===== src/rtl/neuron_spike_aer_tx.sv =====
// AER output transmitter: queues post-neuron spike vectors and time-step markers,
// then serializes one address per spike over a 4-phase REQ/ACK handshake.
module neuron_spike_aer_tx #(
    parameter int unsigned FIFO_DEPTH = 16,
    parameter int unsigned ACK_SYNC   = 1
) (
    input  logic       CLK,
    input  logic       RST_N,
    input  logic [3:0] NEUR_EVENT_OUT,
    input  logic [9:0] CTRL_POST_NEURON_ADDRESS,
    input  logic       CTRL_POST_NEUR_CS,
    input  logic       CTRL_POST_NEUR_WE,
    input  logic       CTRL_TSTEP_EVENT,
    input  logic       SPI_GATE_ACTIVITY_sync,
    input  logic       CLR_OVF,
    output logic [7:0] AEROUT_ADDR,
    output logic       AEROUT_TSTEP,
    output logic       AEROUT_REQ,
    input  logic       AEROUT_ACK,
    output logic       FIFO_EMPTY,
    output logic       FIFO_FULL,
    output logic       OVERFLOW,
    output logic [7:0] DROP_CNT
);

    localparam int unsigned AW = $clog2(FIFO_DEPTH);

    typedef enum logic [1:0] {S_IDLE, S_LOAD, S_REQ, S_WAIT_LOW} state_t;

    logic        cap;
    logic        tstep_in;
    logic        push_req;
    logic        push_ok;
    logic        drop;
    logic        pop;
    logic [10:0] push_data;
    logic [10:0] head;
    logic        empty;
    logic        full;
    logic        ack_s;
    logic [1:0]  lsb_idx;

    logic          tstep_pend_q, tstep_pend_d;
    logic [AW:0]   wr_ptr_q, wr_ptr_d;
    logic [AW:0]   rd_ptr_q, rd_ptr_d;
    logic [10:0]   mem_q [FIFO_DEPTH];
    logic          ovf_q, ovf_d;
    logic [7:0]    drop_cnt_q, drop_cnt_d;

    state_t        state_q, state_d;
    logic          mk_q, mk_d;
    logic [5:0]    base_q, base_d;
    logic [3:0]    vec_q, vec_d;
    logic [1:0]    idx_q, idx_d;
    logic [7:0]    addr_q, addr_d;
    logic          tstep_q, tstep_d;
    logic          req_q, req_d;

    // ---------------- capture and FIFO ----------------
    assign cap      = CTRL_POST_NEUR_CS & CTRL_POST_NEUR_WE & (|NEUR_EVENT_OUT)
                      & ~SPI_GATE_ACTIVITY_sync;
    assign tstep_in = CTRL_TSTEP_EVENT & ~SPI_GATE_ACTIVITY_sync;

    assign empty = (wr_ptr_q == rd_ptr_q);
    assign full  = (wr_ptr_q[AW] != rd_ptr_q[AW]) &&
                   (wr_ptr_q[AW-1:0] == rd_ptr_q[AW-1:0]);
    assign head  = mem_q[rd_ptr_q[AW-1:0]];

    always_comb begin
        push_req  = cap | tstep_pend_q;
        push_data = cap ? {1'b0, CTRL_POST_NEURON_ADDRESS[7:2], NEUR_EVENT_OUT}
                        : {1'b1, 6'd0, 4'b0001};
        // A same-edge pop frees the slot, so a full FIFO still accepts the push.
        push_ok   = push_req & (~full | pop);
        drop      = push_req & full & ~pop;

        // The marker leaves the pending state whether it was stored or dropped;
        // a step arriving on that edge merges into it.
        if (tstep_pend_q && !cap) tstep_pend_d = 1'b0;
        else                      tstep_pend_d = tstep_pend_q | tstep_in;

        wr_ptr_d = push_ok ? wr_ptr_q + (AW+1)'(1) : wr_ptr_q;
        rd_ptr_d = pop     ? rd_ptr_q + (AW+1)'(1) : rd_ptr_q;

        ovf_d      = ovf_q;
        drop_cnt_d = drop_cnt_q;
        if (drop) begin
            ovf_d      = 1'b1;
            drop_cnt_d = CLR_OVF ? 8'd1
                       : (drop_cnt_q == 8'hFF) ? 8'hFF : drop_cnt_q + 8'd1;
        end else if (CLR_OVF) begin
            ovf_d      = 1'b0;
            drop_cnt_d = '0;
        end
    end

    always_ff @(posedge CLK) begin
        if (push_ok) mem_q[wr_ptr_q[AW-1:0]] <= push_data;
    end

    // ---------------- acknowledge synchronizer ----------------
    generate
        if (ACK_SYNC != 0) begin : g_ack_sync
            logic [1:0] ack_sync_q;
            always_ff @(posedge CLK or negedge RST_N) begin
                if (!RST_N) ack_sync_q <= '0;
                else        ack_sync_q <= {ack_sync_q[0], AEROUT_ACK};
            end
            assign ack_s = ack_sync_q[1];
        end else begin : g_ack_direct
            assign ack_s = AEROUT_ACK;
        end
    endgenerate

    // ---------------- serializer ----------------
    always_comb begin
        lsb_idx = 2'd0;
        if      (vec_q[0]) lsb_idx = 2'd0;
        else if (vec_q[1]) lsb_idx = 2'd1;
        else if (vec_q[2]) lsb_idx = 2'd2;
        else if (vec_q[3]) lsb_idx = 2'd3;
    end

    always_comb begin
        state_d = state_q;
        mk_d    = mk_q;
        base_d  = base_q;
        vec_d   = vec_q;
        idx_d   = idx_q;
        addr_d  = addr_q;
        tstep_d = tstep_q;
        req_d   = req_q;
        pop     = 1'b0;
        unique case (state_q)
            S_IDLE: begin
                if (!empty) begin
                    pop                   = 1'b1;
                    {mk_d, base_d, vec_d} = head;
                    state_d               = S_LOAD;
                end
            end
            S_LOAD: begin
                idx_d   = lsb_idx;
                addr_d  = mk_q ? 8'd0 : {base_q, lsb_idx};
                tstep_d = mk_q;
                req_d   = 1'b1;
                state_d = S_REQ;
            end
            S_REQ: begin
                if (ack_s) begin
                    req_d   = 1'b0;
                    vec_d   = vec_q & ~(4'b0001 << idx_q);
                    state_d = S_WAIT_LOW;
                end
            end
            S_WAIT_LOW: begin
                if (!ack_s) state_d = (vec_q != '0) ? S_LOAD : S_IDLE;
            end
            default: state_d = S_IDLE;
        endcase
    end

    always_ff @(posedge CLK or negedge RST_N) begin
        if (!RST_N) begin
            tstep_pend_q <= 1'b0;
            wr_ptr_q     <= '0;
            rd_ptr_q     <= '0;
            ovf_q        <= 1'b0;
            drop_cnt_q   <= '0;
            state_q      <= S_IDLE;
            mk_q         <= 1'b0;
            base_q       <= '0;
            vec_q        <= '0;
            idx_q        <= '0;
            addr_q       <= '0;
            tstep_q      <= 1'b0;
            req_q        <= 1'b0;
        end else begin
            tstep_pend_q <= tstep_pend_d;
            wr_ptr_q     <= wr_ptr_d;
            rd_ptr_q     <= rd_ptr_d;
            ovf_q        <= ovf_d;
            drop_cnt_q   <= drop_cnt_d;
            state_q      <= state_d;
            mk_q         <= mk_d;
            base_q       <= base_d;
            vec_q        <= vec_d;
            idx_q        <= idx_d;
            addr_q       <= addr_d;
            tstep_q      <= tstep_d;
            req_q        <= req_d;
        end
    end

    assign AEROUT_ADDR  = addr_q;
    assign AEROUT_TSTEP = tstep_q;
    assign AEROUT_REQ   = req_q;
    assign FIFO_EMPTY   = empty;
    assign FIFO_FULL    = full;
    assign OVERFLOW     = ovf_q;
    assign DROP_CNT     = drop_cnt_q;

endmodule


===== config.mk =====
export PLATFORM = sky130hd
export DESIGN_NAME = neuron_spike_aer_tx
export DESIGN_NICKNAME = d
export VERILOG_FILES = /design/src/rtl/neuron_spike_aer_tx.sv
export SDC_FILE = /design/constraint.sdc
export NUM_CORES = 1
export LEC_CHECK = 0
export CAP_MARGIN = 20
export CORE_MARGIN = 4
export CORE_UTILIZATION = 60
export CTS_BUF_LIST = sky130_fd_sc_hd__clkbuf_4
export DETAILED_ROUTE_END_ITERATION = 16
export PLACE_DENSITY = 0.79
export SYNTH_ARGS = -nofsm -noshare
export SYNTH_HDL_FRONTEND = slang
export SYNTH_SLANG_ARGS = --single-unit

===== constraint.sdc =====
create_clock -name CLK -period 6.6 [get_ports CLK]
set_input_delay 1.32 -clock CLK [delete_from_list [all_inputs] [get_ports CLK]]
set_output_delay 1.32 -clock CLK [all_outputs]
set_load 0.02 [all_outputs]

Word level (Yosys, flattened, before mapping)
Memory sizes are Yosys's and may differ from the RTL's.
Cells that the tools add are included.
- add/sub/neg operators: 3
- eq/ne operators: 10
- shift operators: 1
- multiplexer cells: 27
- bitwise gates (word level): 16
- reductions and logical operators: 13
- operators by type and width (kind ; count):
    8-bit two-way mux ; 5
    2-bit two-way mux ; 7
    11-bit two-way mux ; 1
    5-bit by 1-bit adder with 5-bit output, second input constant ; 2
    1-bit two-way mux ; 9
    8-bit by 1-bit adder with 8-bit output, second input constant ; 1
    8-bit == test, second input constant ; 1
    4-bit two-way mux ; 2
    2-bit one-hot mux with 4 select lines ; 1
    4-bit one-hot mux with 2 select lines ; 1
    1-bit bitwise AND ; 7
    2-bit != test, second input constant ; 3
    3-bit AND reduction ; 2
    2-bit nonzero test ; 3
    5-bit == test ; 1
    4-bit bitwise AND ; 1
    2-bit == test, second input constant ; 2
    4-bit == test ; 1
    1-bit NOT ; 4
    4-bit NOT ; 1
    2-bit AND reduction ; 2
    4-bit nonzero test ; 1
    4-bit OR reduction ; 1
    1-bit by 2-bit << shifter with 4-bit output, first input constant ; 1
    other kinds (7) ; 10
- bits in registers: 47
- bits in writable memories: 176
- bits of input ports: 22
- output and inout bits: 21
- word-level logic and storage cells: 85
- memories: 1
- memory list (memory ; depth ; width ; rd ports ; clocked after memory_dff ; wr ports ; line ; source):
    mem_q ; 16 ; 11 ; 1 ; 0 ; 1 ; 46 ; logic [10:0] mem_q [FIFO_DEPTH];

Depth between registers and ports, before layout
Gate-level depths: netlist (run 1).
- depth in word-level cells: 7
- depth in mapped cells: 7
- depth with buffers taken out: 6

Worst setup path after synthesis (run 1)
OpenSTA, ideal clock, no wires.
- path type: input -> register
- start: in SPI_GATE_ACTIVITY_sync
- end: mem mem_q[12][0] (enable)
- library setup time: 0.349 ns
- data arrival time: 2.641 ns
- data required time: 6.251 ns
- setup slack: 3.610 ns
- cell stages on the path: 5
- buffers on the path: 0
- path through: nand3b_1 -> o21ba_2 -> a31oi_1 -> and3_1 -> and2_1
- longest elaborated chain between the ends: 6
- RTL lines (element ; line ; source):
    start: declaration ; 14 ; input logic SPI_GATE_ACTIVITY_sync,
    1-bit NOT ; 61 ; & ~SPI_GATE_ACTIVITY_sync;
    1-bit bitwise AND ; 61 ;
    1-bit bitwise OR ; 70 ; push_req = cap | tstep_pend_q;
    1-bit bitwise AND ; 74 ; push_ok = push_req & (~full | pop);
    1-bit two-way mux ; 98 ; if (push_ok) mem_q[wr_ptr_q[AW-1:0]] <= push_data;
    1-bit two-way mux (implied by the code) ; 98 ;
    end: declaration ; 46 ;
Every way passes these cells.

Final worst setup path (run 1)
- start: reg rd_ptr_q[1]
- end: out FIFO_FULL
- longest elaborated chain between the ends: 2
- RTL lines (element ; line ; source):
    start: declaration ; 45 ; logic [AW:0] rd_ptr_q, rd_ptr_d;
    start signal: assignment ; 181 ; rd_ptr_q <= rd_ptr_d;
    4-bit == test ; 66 ; (wr_ptr_q[AW-1:0] == rd_ptr_q[AW-1:0]);
    1-bit logical AND ; 65 ; assign full = (wr_ptr_q[AW] != rd_ptr_q[AW]) &&
    end: declaration ; 21 ; output logic FIFO_FULL,
Every way passes these cells.

==> impl_metrics.env, run 1 <==
export IMPL_vias_per_cell=6.00
export IMPL_synth_seq_cells=223
export IMPL_clk_pin_slew_ns=0.07
export IMPL_ir_drop_v=0.000177
export IMPL_postCtsSetupBuffers=0
export IMPL_final_cell_mix="edfxtp_1, clkbuf_4, dfrtp_1, mux4_2, clkdlybuf4s50_1"
export IMPL_syn_area_mm2=0.00920
export IMPL_cts_sinks=223
export IMPL_place_inst=738
export IMPL_setup_viol=0
export IMPL_ys_flop_type="edfxtp_1"
export IMPL_synthesis_nets=568
export IMPL_cts_root_buf="clkbuf_4"
export IMPL_fmax_ghz=0.242
export IMPL_ff2ff_path_depth=6
export IMPL_synth_edf_count=176
export IMPL_die_w_um=132
export IMPL_drive_above_1_share=0.234
export IMPL_tightest_slew_ns=0.757
export IMPL_cts_buffers=55
export IMPL_r2r_slack_ns=3.53
export IMPL_cpPeakStageDelay_ns=0.63
export IMPL_cts_tree="done"
export IMPL_dieArea_mm2=0.0174
export IMPL_min_path_type="flop to flop"
export IMPL_nets=645
export IMPL_port_buffers=38
export IMPL_layout_commonest_cell="edfxtp_1"
export IMPL_instances_no_fill=837
export IMPL_wire_per_inst_um=20.7
export IMPL_initial_core_util=0.624
export IMPL_area_delta_synth_final_pct=13.8
export IMPL_arrival_ns=2.81
export IMPL_drv_cap=0
export IMPL_synth_cell_types=46
export IMPL_drc=0
export IMPL_insertion_delay_ns=0.66
export IMPL_grt_pass1_vias=5268
export IMPL_cp_endpoint="FIFO_FULL"
export IMPL_hold_viol=0
export IMPL_cp_slowest_cell="clkdlybuf4s50_1"
export IMPL_finClkSkew_ns=0.0474
export IMPL_ctsHoldBuffers=0
export IMPL_fillCellCount=923
export IMPL_synthArstFlopShare=0.211
export IMPL_grt_overflow_total=0
export IMPL_drt_wl_total_um=17300
export IMPL_crit_path_cell_trace="buf_4 > xnor2_2 > nand4_2 > nor2_1 > clkdlybuf4s50_1"
export IMPL_place_hpwl_um=10800
export IMPL_post_route_min_period_ns=4.13
export IMPL_fin_setup_tns_ns=0
export IMPL_clockBufferDepth=3
export IMPL_die_height_um=132
export IMPL_power_density_mw_per_mm2=407
export IMPL_diodes=0
export IMPL_worstHoldPathCells=0
export IMPL_outcome="complete, no violations"
export IMPL_via_count=5024
export IMPL_grt_max_degree=48
export IMPL_core_mm2=0.0148
export IMPL_io_pins=43
export IMPL_worst_ep_required_time_ns=5.28
export IMPL_std_cell_rows=44
export IMPL_p_leak_nw=3.74
export IMPL_detail_route_antenna_nets=0
export IMPL_cp_start_kind="flop"
export IMPL_cts_resized=0
export IMPL_period_share=0.626
export IMPL_max_slew_margin_rel=0.495
export IMPL_synthCells=535
export IMPL_synth_avg_cell_area_um2=17.2
export IMPL_yosysSeqAreaShare=0.702
export IMPL_first_iter_violations=347
export IMPL_endpoint_kind="output port"
export IMPL_yosys_warnings=0
export IMPL_crit_start="rd_ptr_q[1]$_DFFE_PN0P_"
export IMPL_cts_max_level=2
export IMPL_grt_usage=0.208
export IMPL_regToRegStartpoint="rd_ptr_q[2]$_DFFE_PN0P_"
export IMPL_r2r_end="mem_q[11][6]$_DFFE_PP_"
export IMPL_crit_type="flop to output port"
export IMPL_grt_pass1_wl_um=28300
export IMPL_path_max_fanout=41
export IMPL_drv_slew=0
export IMPL_grt_setup_unrepaired="false"
export IMPL_dr_pass1_iters=5
export IMPL_place_gp_congestion=0.860
export IMPL_antenna_found_initial=0
-- cells by family (layout without fill, tap and decap cells) --
group / count (synthesis) / in the layout / share of synthesized area
AO/OA/AOI/OAI: 61 / 61 / 0.0416
XOR/XNOR: 14 / 14 / 0.0141
adder cells (fa/ha/maj): 11 / 11 / 0.0150
buffers and inverters: 44 / 162 / 0.0205
flip-flops: 223 / 223 / 0.702
multiplexers: 68 / 68 / 0.138
AND/OR/NAND/NOR: 114 / 114 / 0.0685
-- critical path: cells and delay by family, from the launching register on --
kind / cells / cell delay [ns]
AND/OR/NAND/NOR: 2 / 0.45
flip-flops: 1 / 0.33
XOR/XNOR: 1 / 0.20
buffers and inverters: 2 / 1.14
-- cell type report --
cell class | count | area [um2] | area share
Tap cell | 184 | 230 | 0.0220
Sequential cell | 223 | 6460 | 0.617
Timing Repair Buffer | 45 | 440 | 0.0420
Multi-Input combinational cell | 268 | 2550 | 0.243
Clock inverter | 20 | 134 | 0.0128
Inverter | 19 | 71.3 | 0.00681
Clock buffer | 78 | 586 | 0.0559
-- metrics by stage --
stage	hold slack (ns)	setup slack (ns)	utilization	cell area, um2	power, W
floorplan	0.331	3.61	-	9200	0.00281
global placement	0.340	2.75	0.660	9730	0.00310
detailed placement	0.338	2.66	0.660	9730	0.00316
CTS	0.352	2.41	0.709	10500	0.00431
global route	0.367	2.26	0.710	10500	0.00453
finish	0.350	2.47	0.710	10500	0.00426
-- sequential cells by signal, indices dropped and copies added (netlist names), 2 cells and up --
name	flops
mem_q	176
rd_ptr_q	5
vec_q	4
DROP_CNT	8
base_q	6
g_ack_sync.ack_sync_q	2
wr_ptr_q	5
idx_q	2
state_q	2
AEROUT_ADDR	8
-- routing by layer --
metal / GRT usage / up-vias / share of wire
li1: - / 2283 / -
met1: 0.285 / 2539 / 0.42
met2: 0.337 / 171 / 0.50
met3: 0.0447 / 31 / 0.063
met4: 0.0764 / 0 / 0.021
met5: 0 / - / 0
-- cells in the mapped netlist (4+ instances only) --
| cell type | count | area (um2) |
|---|---|---|
| edfxtp_1 | 176 | 5290 |
| dfrtp_1 | 47 | 1180 |
| mux4_2 | 42 | 946 |
| and2_1 | 24 | 150 |
| nor2_1 | 22 | 82.6 |
| o21ai_0 | 22 | 110 |
| nand2_1 | 21 | 78.8 |
| inv_1 | 19 | 71.3 |
| a21oi_1 | 14 | 70.1 |
| buf_2 | 13 | 65.1 |
| mux2i_1 | 12 | 120 |
| ha_1 | 11 | 138 |
| mux2_2 | 11 | 124 |
| clkbuf_1 | 8 | 30.0 |
| xnor2_1 | 8 | 70.1 |
| nand3b_1 | 7 | 52.6 |
| nor3_1 | 7 | 35.0 |
| and3_1 | 6 | 37.5 |
| nand3_1 | 5 | 25.0 |
| nor2b_1 | 5 | 31.3 |
| xor2_1 | 5 | 43.8 |
| a211oi_1 | 4 | 30.0 |
| a22o_1 | 4 | 35.0 |
| a311oi_1 | 4 | 35.0 |
-- report_power, final --
group	internal [W]	switching, W	total [W]	leakage (nW)
sequential	0.00169	0.000122	0.00181	2.20
clock	0.000623	0.000516	0.00114	0.419
combinational	0.000610	0.000706	0.00132	1.12
-- how the worst min path moves through the flow --
stage	slack, ns	from	end
floorplan	0.33	g_ack_sync.ack_sync_q[0]$_DFF_PN0_	g_ack_sync.ack_sync_q[1]$_DFF_PN0_
global placement	0.34	g_ack_sync.ack_sync_q[0]$_DFF_PN0_	g_ack_sync.ack_sync_q[1]$_DFF_PN0_
detailed placement	0.34	g_ack_sync.ack_sync_q[0]$_DFF_PN0_	g_ack_sync.ack_sync_q[1]$_DFF_PN0_
CTS	0.35	g_ack_sync.ack_sync_q[0]$_DFF_PN0_	g_ack_sync.ack_sync_q[1]$_DFF_PN0_
global route	0.37	g_ack_sync.ack_sync_q[0]$_DFF_PN0_	g_ack_sync.ack_sync_q[1]$_DFF_PN0_
finish	0.35	g_ack_sync.ack_sync_q[0]$_DFF_PN0_	g_ack_sync.ack_sync_q[1]$_DFF_PN0_
Note: power is estimated with default switching activity, not from simulation.
==> run 2, diff against run 1 <==
--- a/config.mk
+++ b/config.mk
@@ -7,10 +7,10 @@
 export LEC_CHECK = 0
 export CAP_MARGIN = 20
 export CORE_MARGIN = 4
-export CORE_UTILIZATION = 60
+export CORE_UTILIZATION = 56
 export CTS_BUF_LIST = sky130_fd_sc_hd__clkbuf_4
 export DETAILED_ROUTE_END_ITERATION = 16
-export PLACE_DENSITY = 0.79
+export PLACE_DENSITY = 0.78
 export SYNTH_ARGS = -nofsm -noshare
 export SYNTH_HDL_FRONTEND = slang
 export SYNTH_SLANG_ARGS = --single-unit
==> constraint.sdc (replaced) <==
create_clock -name CLK -period 3.4 [get_ports CLK]
set_input_delay 0.68 -clock CLK [delete_from_list [all_inputs] [get_ports CLK]]
set_output_delay 0.68 -clock CLK [all_outputs]
set_load 0.02 [all_outputs]
==> run 2 against run 1 <==
Against the previous run:
- hold slack got worse by 0.33 ns
- final area up 0.97%
- routed wire length grew 0.94%
- clock skew down 0.019 ns
- global-route usage fell by 1.0 points
- setup slack got worse by 2.2 ns
- sequential share of layout area down 0.59 points
- critical path depth fell by 1
- power up 93%
- sequential power rose by 93%
- clock power is 85% higher
- largest cell class unchanged
==> impl_metrics.env, run 2 (synthesis results as in run 1) <==
export IMPL_outcome="complete, no violations"
export IMPL_grt_max_degree=48
export IMPL_drc=0
export IMPL_ctsHoldBuffers=0
export IMPL_place_ws_ns=0.255
export IMPL_std_cell_rows=46
export IMPL_fin_setup_tns_ns=0
export IMPL_dieArea_mm2=0.0185
export IMPL_instances_no_fill=882
export IMPL_cp_start_kind="flop"
export IMPL_port_buffers=38
export IMPL_largest_reg_flops=176
export IMPL_ff2ff_path_depth=6
export IMPL_cts_max_level=2
export IMPL_cp_endpoint="FIFO_FULL"
export IMPL_grt_pass1_vias=5286
export IMPL_detail_route_antenna_nets=0
export IMPL_seq_area_mm2=0.00646
export IMPL_tightest_slew_ns=0.691
export IMPL_arrival_ns=2.47
export IMPL_io_pins=43
export IMPL_cts_resized=0
export IMPL_cts_root_buf="clkbuf_4"
export IMPL_first_iter_violations=407
export IMPL_multiInputGateArea_mm2=0.00255
export IMPL_place_gp_congestion=0.839
export IMPL_period_share=0.926
export IMPL_drv_slew=0
export IMPL_crit_start="wr_ptr_q[2]$_DFFE_PN0P_"
export IMPL_die_w_um=136
export IMPL_min_path_type="primary input to async pin"
export IMPL_final_util=0.661
export IMPL_max_slew_margin_rel=0.538
export IMPL_grt_overflow_total=0
export IMPL_power_density_mw_per_mm2=777
export IMPL_clk_pin_slew_ns=0.06
export IMPL_post_route_min_period_ns=3.15
export IMPL_grt_pass1_wl_um=28000
export IMPL_nets=655
export IMPL_regToRegStartpoint="state_q[0]$_DFFE_PN0P_"
export IMPL_fmax_ghz=0.318
export IMPL_layout_commonest_cell="edfxtp_1"
export IMPL_finalWorstSetupSlack_ns=0.252
export IMPL_initial_core_util=0.575
export IMPL_clockBufferDepth=3
export IMPL_worst_ep_required_time_ns=2.72
export IMPL_area_delta_synth_final_pct=14.9
export IMPL_path_max_fanout=8
export IMPL_r2r_end="mem_q[6][10]$_DFFE_PP_"
export IMPL_p_leak_nw=3.80
export IMPL_die_height_um=136
export IMPL_final_cell_mix="edfxtp_1, clkbuf_4, dfrtp_1, mux4_2, clkdlybuf4s50_1"
export IMPL_dr_pass1_iters=5
export IMPL_endpoint_kind="output port"
export IMPL_drv_cap=0
export IMPL_insertion_delay_ns=0.65
export IMPL_finClkSkew_ns=0.0287
export IMPL_vias_per_cell=5.73
export IMPL_cts_buffers=56
export IMPL_grt_setup_unrepaired="false"
export IMPL_hold_viol=0
export IMPL_total_power_w=0.00822
export IMPL_place_hpwl_um=11300
export IMPL_cts_sinks=223
export IMPL_drt_wl_total_um=17500
export IMPL_antenna_found_initial=1
export IMPL_drive_above_1_share=0.248
export IMPL_cts_tree="done"
export IMPL_setup_viol=0
export IMPL_postCtsSetupBuffers=0
export IMPL_grt_usage=0.198
export IMPL_core_mm2=0.0160
export IMPL_ir_drop_v=0.000420
export IMPL_r2r_slack_ns=0.78
export IMPL_wire_per_inst_um=19.8
export IMPL_fillCellCount=1113
export IMPL_via_count=5051
export IMPL_place_inst=779
export IMPL_crit_type="flop to output port"
run 2: changes by cell type in the layout (fill, tap and decap cells not counted), sizes merged:
cell and change:
clkinv +1, diode +1, clkinvlp -1, clkbuf +3, bufinv -2, inv +2
buf +9
run 2: area by class of cell:
cell class | instances | area share
flip-flops and latches | 223 | 0.611
multi-input cells | 268 | 0.241
clock buffers | 81 | 0.0575
repair buffers | 54 | 0.0499
well taps | 216 | 0.0256
clock inverters | 20 | 0.00781
inverters | 19 | 0.00674
diodes | 1 | 0.000237
run 2: metal layers:
layer  vias up  part of all wire  global-route usage
li1       2301                 -                   -
met1      2537              0.42               0.267
met2       182              0.50               0.325
met3        31             0.057              0.0400
met4         0             0.024              0.0717
met5         -                 0                   0
run 2: where the power goes:
part / total [W] / internal, W / switching, W
logic: 0.00261 / 0.00122 / 0.00139
clock network: 0.00211 / 0.00110 / 0.00101
registers: 0.00350 / 0.00327 / 0.000227
total: 0.00822 / 0.00558 / 0.00263
run 2: metrics by stage:
stage	hold slack, ns	cell area [um2]
finish	0.0158	10600
global route	0.000852	10600
CTS	0.188	10500
detailed placement	0.342	9850
global placement	0.341	9850
floorplan	0.331	9200
run 2: worst max-delay path: stages, from the launching register on:
cell and delay, ns:
dfrtp_1 0.48, xnor2_1 0.26, nand4_2 0.27, nor2_1 0.21
clkdlybuf4s50_1 0.63
run 2: worst min path at each step:
stage | cells past startpoint | start | endpoint | slack (ns)
final | 1 | RST_N | g_ack_sync.ack_sync_q[0]$_DFF_PN0_ | 0.02
after global routing | 1 | RST_N | g_ack_sync.ack_sync_q[0]$_DFF_PN0_ | 0.0009
after CTS | 1 | RST_N | vec_q[3]$_DFFE_PN0P_ | 0.19
after detailed placement | 0 | g_ack_sync.ack_sync_q[0]$_DFF_PN0_ | g_ack_sync.ack_sync_q[1]$_DFF_PN0_ | 0.34
after global placement | 0 | g_ack_sync.ack_sync_q[0]$_DFF_PN0_ | g_ack_sync.ack_sync_q[1]$_DFF_PN0_ | 0.34
after floorplan | 0 | g_ack_sync.ack_sync_q[0]$_DFF_PN0_ | g_ack_sync.ack_sync_q[1]$_DFF_PN0_ | 0.33
==> run 3, diff against run 2 <==
==> constraint.sdc (replaced) <==
create_clock -name CLK -period 2.7 [get_ports CLK]
set_input_delay 0.54 -clock CLK [delete_from_list [all_inputs] [get_ports CLK]]
set_output_delay 0.54 -clock CLK [all_outputs]
set_load 0.02 [all_outputs]
==> run 3 against run 2 <==
Against the previous run:
- sequential share of layout area down 1.9 points
- final cell count rose by 2.9%
- power grew 28%
- clock-buffer cell count down 5
- critical endpoint unchanged
==> impl_metrics.env, run 3 (synthesis results as in run 1) <==
export IMPL_cts_root_buf="clkbuf_4"
export IMPL_fillCellCount=1059
export IMPL_r2r_slack_ns=0.31
export IMPL_cts_buffers=55
export IMPL_max_slew_margin_rel=0.567
export IMPL_cts_max_level=2
export IMPL_clockBufferDepth=3
export IMPL_tightest_slew_ns=0.650
export IMPL_power_density_mw_per_mm2=962
export IMPL_worst_ep_required_time_ns=2.16
export IMPL_io_pins=43
export IMPL_setup_viol=0
export IMPL_vias_per_cell=5.72
export IMPL_grt_max_degree=38
export IMPL_arrival_ns=1.92
export IMPL_ff2ff_path_depth=7
export IMPL_wire_per_inst_um=20.3
export IMPL_p_leak_nw=3.95
export IMPL_antenna_found_initial=1
export IMPL_final_cell_mix="edfxtp_1, clkbuf_4, dfrtp_1, mux4_2, clkdlybuf4s50_1"
export IMPL_die_height_um=136
export IMPL_place_gp_congestion=0.860
export IMPL_via_count=5195
export IMPL_largest_reg_flops=176
export IMPL_endpoint_kind="output port"
export IMPL_die_w_um=136
export IMPL_place_hpwl_um=12000
export IMPL_cts_sinks=223
export IMPL_crit_type="flop to output port"
export IMPL_cts_tree="done"
export IMPL_fin_area_mm2=0.0109
export IMPL_drive_above_1_share=0.271
export IMPL_outcome="complete, no violations"
export IMPL_drt_wl_total_um=18400
export IMPL_grt_pass1_vias=5495
export IMPL_nets=679
export IMPL_fin_setup_tns_ns=0
export IMPL_layout_commonest_cell="edfxtp_1"
export IMPL_std_cell_rows=46
export IMPL_dr_pass1_iters=5
export IMPL_worstHoldPathCells=1
export IMPL_min_path_type="primary input to flop"
export IMPL_hold_viol=0
export IMPL_grt_overflow_total=0
export IMPL_drv_slew=0
export IMPL_place_area_mm2=0.0102
export IMPL_worst_hold_slack_ns=0.338
export IMPL_grt_pass1_wl_um=29800
export IMPL_detail_route_antenna_nets=0
export IMPL_core_mm2=0.0160
export IMPL_period_share=0.910
export IMPL_ir_drop_v=0.000543
export IMPL_clk_pin_slew_ns=0.07
export IMPL_grt_usage=0.212
export IMPL_drc=0
export IMPL_fmax_ghz=0.407
export IMPL_cp_start_kind="flop"
export IMPL_path_max_fanout=10
export IMPL_area_delta_synth_final_pct=18.6
export IMPL_post_route_min_period_ns=2.46
export IMPL_instances_no_fill=908
export IMPL_grt_setup_unrepaired="false"
export IMPL_drv_cap=0
export IMPL_insertion_delay_ns=0.67
export IMPL_initial_core_util=0.575
export IMPL_dieArea_mm2=0.0185
export IMPL_port_buffers=38
export IMPL_finClkSkew_ns=0.0600
export IMPL_first_iter_violations=456
export IMPL_place_inst=802
## run 3: cell count changes in the layout (fill, tap and decap cells not counted), moves of 2 or more
cell	delta
clkdlybuf4s50_1	-2
clkbuf_2	+2
buf_12	+14
clkinv_1	+7
clkbuf_4	-5
buf_4	+11
## run 3: worst max-delay path, cell delays in order, from the launching register on
cell and delay, ns:
dfrtp_2 0.52, xnor2_2 0.23, nand4_2 0.16, nor2_1 0.16, clkbuf_2 0.19
## run 3: power by group
part | switching (W) | internal, W | total (W)
registers | 0.000335 | 0.00412 | 0.00445
logic | 0.00178 | 0.00164 | 0.00342
clock network | 0.00130 | 0.00132 | 0.00262
total | 0.00342 | 0.00707 | 0.0105
## run 3: final cells by class
class,instances,area [um2],share of cell area
antenna,1,2.50,0.000229
clock buffer,76,571,0.0523
clock inverter,26,109,0.00998
inverter,19,71.3,0.00654
multi-input combinational,268,2560,0.234
sequential,223,6460,0.593
tap,216,270,0.0248
timing repair buffer,79,863,0.0791
## run 3: what timing repair did
item	CTS	global route
setup endpoints to repair	2	2
hold buffers	1	0
gates resized for setup	4	4
buffers inserted	2	0
pin swaps	1	0
hold endpoints to repair	28	0
## run 3: stage by stage
| step | util | setup slack, ns | total power, W |
|---|---|---|---|
| 3_5_place_dp | 0.638 | -0.00923 | 0.00791 |
| 2_1_floorplan | - | 0.490 | 0.00686 |
| 6_report | 0.682 | 0.243 | 0.0105 |
| 3_3_place_gp | 0.638 | 0.0225 | 0.00774 |
| 4_1_cts | 0.682 | 0.00451 | 0.0106 |
| 5_1_grt | 0.682 | 0.0895 | 0.0111 |
## run 3: per-layer routing
metal  routed length (um)  global-route usage
met4                  352              0.0745
met5                    0                   0
met2                 9530               0.350
met3                  949              0.0429
met1                 7600               0.283
## run 3: worst paths after layout
path,from,endpoint
worst max-delay path,rd_ptr_q[1]$_DFFE_PN0P_,FIFO_FULL
worst min-delay path,AEROUT_ACK,g_ack_sync.ack_sync_q[0]$_DFF_PN0_
worst max register to register,state_q[0]$_DFFE_PN0P_,mem_q[0][3]$_DFFE_PP_
worst min register to register,g_ack_sync.ack_sync_q[0]$_DFF_PN0_,g_ack_sync.ack_sync_q[1]$_DFF_PN0_
max in group asynchronous,RST_N,wr_ptr_q[1]$_DFFE_PN0P_
min in group asynchronous,RST_N,g_ack_sync.ack_sync_q[0]$_DFF_PN0_
==> variant 1 (flow settings as in run 1) <==
The 4 states of `state_t` get a one-hot encoding in 4 bits.
--- a/src/rtl/neuron_spike_aer_tx.sv
+++ b/src/rtl/neuron_spike_aer_tx.sv
@@ -25,7 +25,7 @@
 
     localparam int unsigned AW = $clog2(FIFO_DEPTH);
 
-    typedef enum logic [1:0] {S_IDLE, S_LOAD, S_REQ, S_WAIT_LOW} state_t;
+    typedef enum logic [3:0] {S_IDLE = 4'b0001, S_LOAD = 4'b0010, S_REQ = 4'b0100, S_WAIT_LOW = 4'b1000} state_t;
 
     logic        cap;
     logic        tstep_in;
Function: no difference found for any inputs over 10 cycles, from zero or initial values and one cycle with RST_N low; not proved beyond that.
==> variant 1 against run 1 <==
  * Worst setup slack gained 0.18 ns
  * Sequential cell count rose by 2
  * Global-route usage fell by 0.055 points
  * Register-to-register slack improved by 0.41 ns
  * Count of clock-buffer cells in the layout shrank 8
  * Cell area decreased by 0.92%
  * Synthesized area is 0.46% higher
  * Wire length rose by 3.1%
  * Total power down 1.2%
==> variant 1: results (changes against run 1) <==
Synth
Ranked by instance count, the synthesized netlist is headed by sky130_fd_sc_hd__edfxtp_1 (176), sky130_fd_sc_hd__dfrtp_1 (48), sky130_fd_sc_hd__mux4_2 (37), sky130_fd_sc_hd__nand2_1 (31). The async set-reset flop share out of synthesis is 21.8% (+0.70 points). The count of warnings emitted by yosys is 0 (unchanged).

The number of unique standard cell types used by synthesis came to 55 (+20%). The sequential share of the synthesized area was 70.5% (+0.23 points). Sorting the synthesized cells by area gives the leading types as sky130_fd_sc_hd__edfxtp_1 (57%), sky130_fd_sc_hd__dfrtp_1 (13%), sky130_fd_sc_hd__mux4_2 (9.0%). The net count after synthesis came to 582 (+2.5%).

Setup path
The worst path arrival time is 2.63 ns (-0.18 ns). The termination of the worst setup path is FIFO_EMPTY. The capture instance of the worst register-to-register path is vec_q[2].

The reg-to-reg startpoint is rd_ptr_q[0]. The cell family contributing the most delay on the critical path is buffers and inverters. The highest net fanout along the worst path is 42 (+2.4%). The minimum setup slack among reg-to-reg paths is 3.94 ns (+0.41 ns). The launch point of the critical path is rd_ptr_q[2].

Final layout
The share of layout cells above drive strength 1 is 21.6% (-1.8 points). The total number of nets in the final design is 651 (+0.93%). The total of fill cells in the finished design was 994 (+7.7%).

Place
The weighted congestion reported at the end of routability-driven placement is 0.843 (-1.9%). The half-perimeter wire length after placement is 10,800 µm (-0.51%).

STA
The worst max-slew margin expressed relative to the limit is 33.6% (-16 points). The minimum hold slack was 0.351 ns (+0.00122 ns). The worst-case clock skew is 0.0338 ns (-0.0136 ns).

Power
The reported leakage power is 3.72 nW (-0.69%). The peak supply drop is 0.244 mV (+38%).

Drt
The number of vias per cell after detailed routing is 6.05 (+0.87%). The first-iteration detailed-routing DRC count is 370 (+6.6%). The total wire length is 17,900 µm (+3.1%).

Global routing
The via count of the first global-routing pass is 5,330 (+1.2%). The number of antenna violations at the first check in global routing is 1 (+1). The global-route total usage across every layer is 20.8% (-0.055 points). The global-route wire length before repair is 28,200 µm (-0.44%). The pin count of the biggest net entering global routing is 61 (+27%).

CTS
The number of buffers between clock root and the deepest sink is 3 (unchanged). The number of H-tree levels is 2 (unchanged). The number of buffers inserted by post-CTS setup repair is 0 (unchanged). The clock edge transition at the registers on the reported setup and hold paths is 0.06 ns. The number of buffers created by CTS is 53 (-3.6%).

Run status
The flow ran to the end, and the final reports show no timing, DRC or antenna violations.
==> variant 1: cell types whose count changed in the layout (fill, tap and decap cells not counted), moves of 6 or more <==
| cell | before | now |
|---|---|---|
| sky130_fd_sc_hd__nand2_1 | 21 | 31 |
| sky130_fd_sc_hd__a311oi_1 | 4 | 10 |
| sky130_fd_sc_hd__a211oi_1 | 4 | 12 |
| sky130_fd_sc_hd__and2_1 | 24 | 12 |
| sky130_fd_sc_hd__inv_1 | 19 | 12 |
| sky130_fd_sc_hd__clkbuf_4 | 78 | 70 |
| sky130_fd_sc_hd__a22oi_1 | 0 | 6 |
| sky130_fd_sc_hd__nor2b_1 | 5 | 13 |
| sky130_fd_sc_hd__a31oi_1 | 2 | 10 |
| sky130_fd_sc_hd__and3_1 | 6 | 18 |
==> variant 1: where the power goes <==
part           leakage (nW)  switching (mW)  internal [mW]
Clock                 0.375           0.514          0.531
Sequential             2.22           0.118           1.71
Combinational          1.12           0.744          0.593
==> variant 1: layer usage <==
layer,global-route usage (%),up-vias,share of wire [%]
li1,-,2332,-
met1,27.4,2567,40
met2,33.4,181,50
met3,5.15,36,6.8
met4,9.10,0,2.7
met5,0,-,0
==> variant 1: kinds of logic after synthesis <==
family / synth area share, %
XOR/XNOR: 1.58
AND/OR/NAND/NOR: 7.72
flip-flops: 70.5
buffers and inverters: 2.41
adder cells (fa/ha/maj): 0.812
AO/OA/AOI/OAI: 6.04
multiplexers: 11.0
==> variant 1: worst min-delay path by stage <==
stage	startpoint	end	cells after the start
4_1_cts	g_ack_sync.ack_sync_q[0]	g_ack_sync.ack_sync_q[1]	0
5_1_grt	g_ack_sync.ack_sync_q[0]	g_ack_sync.ack_sync_q[1]	0
6_report	g_ack_sync.ack_sync_q[0]	g_ack_sync.ack_sync_q[1]	0
3_3_place_gp	g_ack_sync.ack_sync_q[0]	g_ack_sync.ack_sync_q[1]	0
2_1_floorplan	g_ack_sync.ack_sync_q[0]	g_ack_sync.ack_sync_q[1]	0
3_5_place_dp	g_ack_sync.ack_sync_q[0]	g_ack_sync.ack_sync_q[1]	0
==> variant 1: stage by stage <==
step                cell area, µm²  utilization, %  cells  total power [mW]  setup WS, ns
global route                 10400            68.5    845              4.45          2.45
detailed placement            9720            64.2    755              3.20          2.74
global placement              9720            64.2    755              3.15          2.78
CTS                          10400            68.4    843              4.25          2.58
floorplan                     9240               -    554              2.85          3.24
finish                       10400            68.5    845              4.21          2.65
==> variant 1: area by class of cell <==
type | instances | area share (%)
clock inverter | 18 | 1.01
antenna | 1 | 0.0241
sequential | 225 | 62.8
timing repair buffer | 45 | 4.24
inverter | 12 | 0.434
tap | 188 | 2.27
clock buffer | 70 | 5.06
multi-input combinational | 286 | 24.2
==> variant 2 (flow settings as in run 1) <==
Without the edit above. `FIFO_DEPTH`: 16 -> 8.
--- a/src/rtl/neuron_spike_aer_tx.sv
+++ b/src/rtl/neuron_spike_aer_tx.sv
@@ -1,7 +1,7 @@
 // AER output transmitter: queues post-neuron spike vectors and time-step markers,
 // then serializes one address per spike over a 4-phase REQ/ACK handshake.
 module neuron_spike_aer_tx #(
-    parameter int unsigned FIFO_DEPTH = 16,
+    parameter int unsigned FIFO_DEPTH = 8,
     parameter int unsigned ACK_SYNC   = 1
 ) (
     input  logic       CLK,
Check against the original RTL: not equivalent (a bounded check fails within 10 cycles, from zero or initial values and one cycle with RST_N low).
==> variant 2 against run 1 <==
  * Worst setup slack worse by 0.058 ns
  * Total power is 37% lower
  * Sequential cell count down 90
  * Register-to-register slack got worse by 0.11 ns
  * Wire length shrank 39%
  * Synthesized area decreased by 37%
  * Core utilization about the same
  * Clock power is 50% lower
  * Cell area decreased by 37%
  * Clock skew shrank 0.021 ns
  * Via count fell by 35%
  * Maximum frequency is 1.4% lower
  * Highest routed layer unchanged
==> variant 2: results (changes against run 1) <==
Run status
The flow ran to the end, and the final reports show no timing, DRC or antenna violations.

Final layout
The fraction of standard cell area in multi-input logic is 28.1% (+3.7 points). The proportion of cell area spent on the clock network came to 4.72% (-2.1 points). The share of layout cells above drive strength 1 is 20.4% (-3.0 points). The total of fill cells in the finished design is 627 (-32%). The filler-free cell count of the finished design is 555 (-34%).

The count of multi-input combinational gates came to 193 (-28%). The area share of buffers outside the clock network is 6.85% (+2.6 points). The register share of the cell area was 56.7% (-5.0 points).

The area of the multi-input gates is 1870 µm² (-27%). The total number of nets in the final design is 443 (-31%). The inverter count of the layout excluding clock inverters is 21 (+2). The flip-flop count of the largest register, all copies and words added is 88 (-50%).

Place
The half-perimeter wire length after placement was 6650 µm (-39%). The weighted congestion reported at the end of routability-driven placement is 0.827 (-3.8%). The placement-stage worst setup slack is 2.35 ns (-0.312 ns). The number of instances in the placed design is 522 (-29%).

Power
The reported leakage power came to 2.42 nW (-35%). The net switching power came to 988 µW (-26%). The peak supply drop was 0.214 mV (+21%).

Synth
The net count after synthesis was 394 (-31%). The adder and majority cell fraction of the synthesized area is 1.71% (+0.22 points). The async set-reset flop share out of synthesis is 33.8% (+13 points). The total of flip-flops plus latches after synthesis is 133 (-40%).

The count of mapped cells out of synthesis is 364 (-32%). The xor and xnor fraction of the mapped netlist area is 2.61% (+1.2 points). The sequential share of the synthesized area was 64.6% (-5.7 points). The post-synthesis cell area came to 5840 µm² (-37%).

The synthesized-area fraction occupied by ao, oa, aoi and oai cells is 7.09% (+2.9 points).

Global routing
The pin count of the biggest net entering global routing was 46 (-4.2%). The global-route wire length before repair was 17,400 µm (-39%). The global-route total usage across every layer is 20.5% (-0.36 points).

The via count of the first global-routing pass is 3,328 (-37%).

CTS
The clock edge transition at the registers on the reported setup and hold paths came to 0.13 ns (+0.06 ns). The number of buffers created by CTS is 17 (-69%). The later-pin clock latency in the skew report is 0.56 ns (-0.10 ns). The number of buffers between clock root and the deepest sink was 2 (-1). The number of buffers inserted by post-CTS setup repair is 0 (unchanged).

Setup path
The cell family contributing the most delay on the critical path is flip-flops. The highest net fanout along the worst path is 19 (-54%). The delay of the slowest cell on the worst path is 1.04 ns (+0.41 ns). The worst path arrival time is 2.87 ns (+0.06 ns).

The slowest stage of the critical path belongs to the cell sky130_fd_sc_hd__dfrtp_1.

Drt
The number of vias per cell after detailed routing is 5.88 (-2.1%). The first-iteration detailed-routing DRC count is 247 (-29%). The total wire length is 10,600 µm (-39%). The total iterations of the first detailed-routing run is 5 (unchanged).

STA
The worst-case clock skew came to 0.0263 ns (-0.0211 ns). The transition time at the pin with the least slew margin was 1.09 ns (+0.328 ns).
[variant 2: changes by cell type in the layout (fill, tap and decap cells not counted), sizes merged, moves of 7 or more]
cell and delta:
nand2 -9, inv +7, nor2 -11, edfxtp -88, a21oi -12, mux4 -23, o21ai -7, clkinv -9
clkbuf -61, and2 -14
[variant 2: kinds of logic after synthesis]
family	after synthesis
xor+xnor	14
compound gates	51
simple gates	78
buf+inv	38
fa+ha+maj	8
flops	133
mux	42
[variant 2: path summary, 6_finish.rpt]
kind / depth (start not counted) / slack (ns) / startpoint / endpoint
setup / recovery: 4 / 2.41 / rd_ptr_q[2] / FIFO_EMPTY
hold / removal: 0 / 0.38 / g_ack_sync.ack_sync_q[0] / g_ack_sync.ack_sync_q[1]
setup reg to reg: 5 / 3.42 / rd_ptr_q[2] / mem_q[5][5]
hold reg to reg: 0 / 0.38 / g_ack_sync.ack_sync_q[0] / g_ack_sync.ack_sync_q[1]
max in group asynchronous: 2 / 5.47 / RST_N / rd_ptr_q[0]
min in group asynchronous: 1 / 0.65 / RST_N / tstep_pend_q
[variant 2: metal layers]
layer / GRT usage [%] / share of wire (%) / wire, µm / up-vias
met5: 0 / 0 / 0 / -
met4: 6.30 / 1.9 / 197 / 0
met3: 7.41 / 5.9 / 619 / 20
met2: 31.9 / 50 / 5320 / 84
met1: 27.3 / 42 / 4440 / 1651
li1: - / - / - / 1508
[variant 2: power by group through the flow]
stage                     clock network [mW]  registers, mW  logic [mW]
final                                  0.565           1.18       0.922
after global routing                   0.624           1.20        1.01
after CTS                              0.579           1.18       0.934
after detailed placement                   0           1.20       0.925
after global placement                     0           1.19       0.901
after floorplan                            0           1.15       0.759
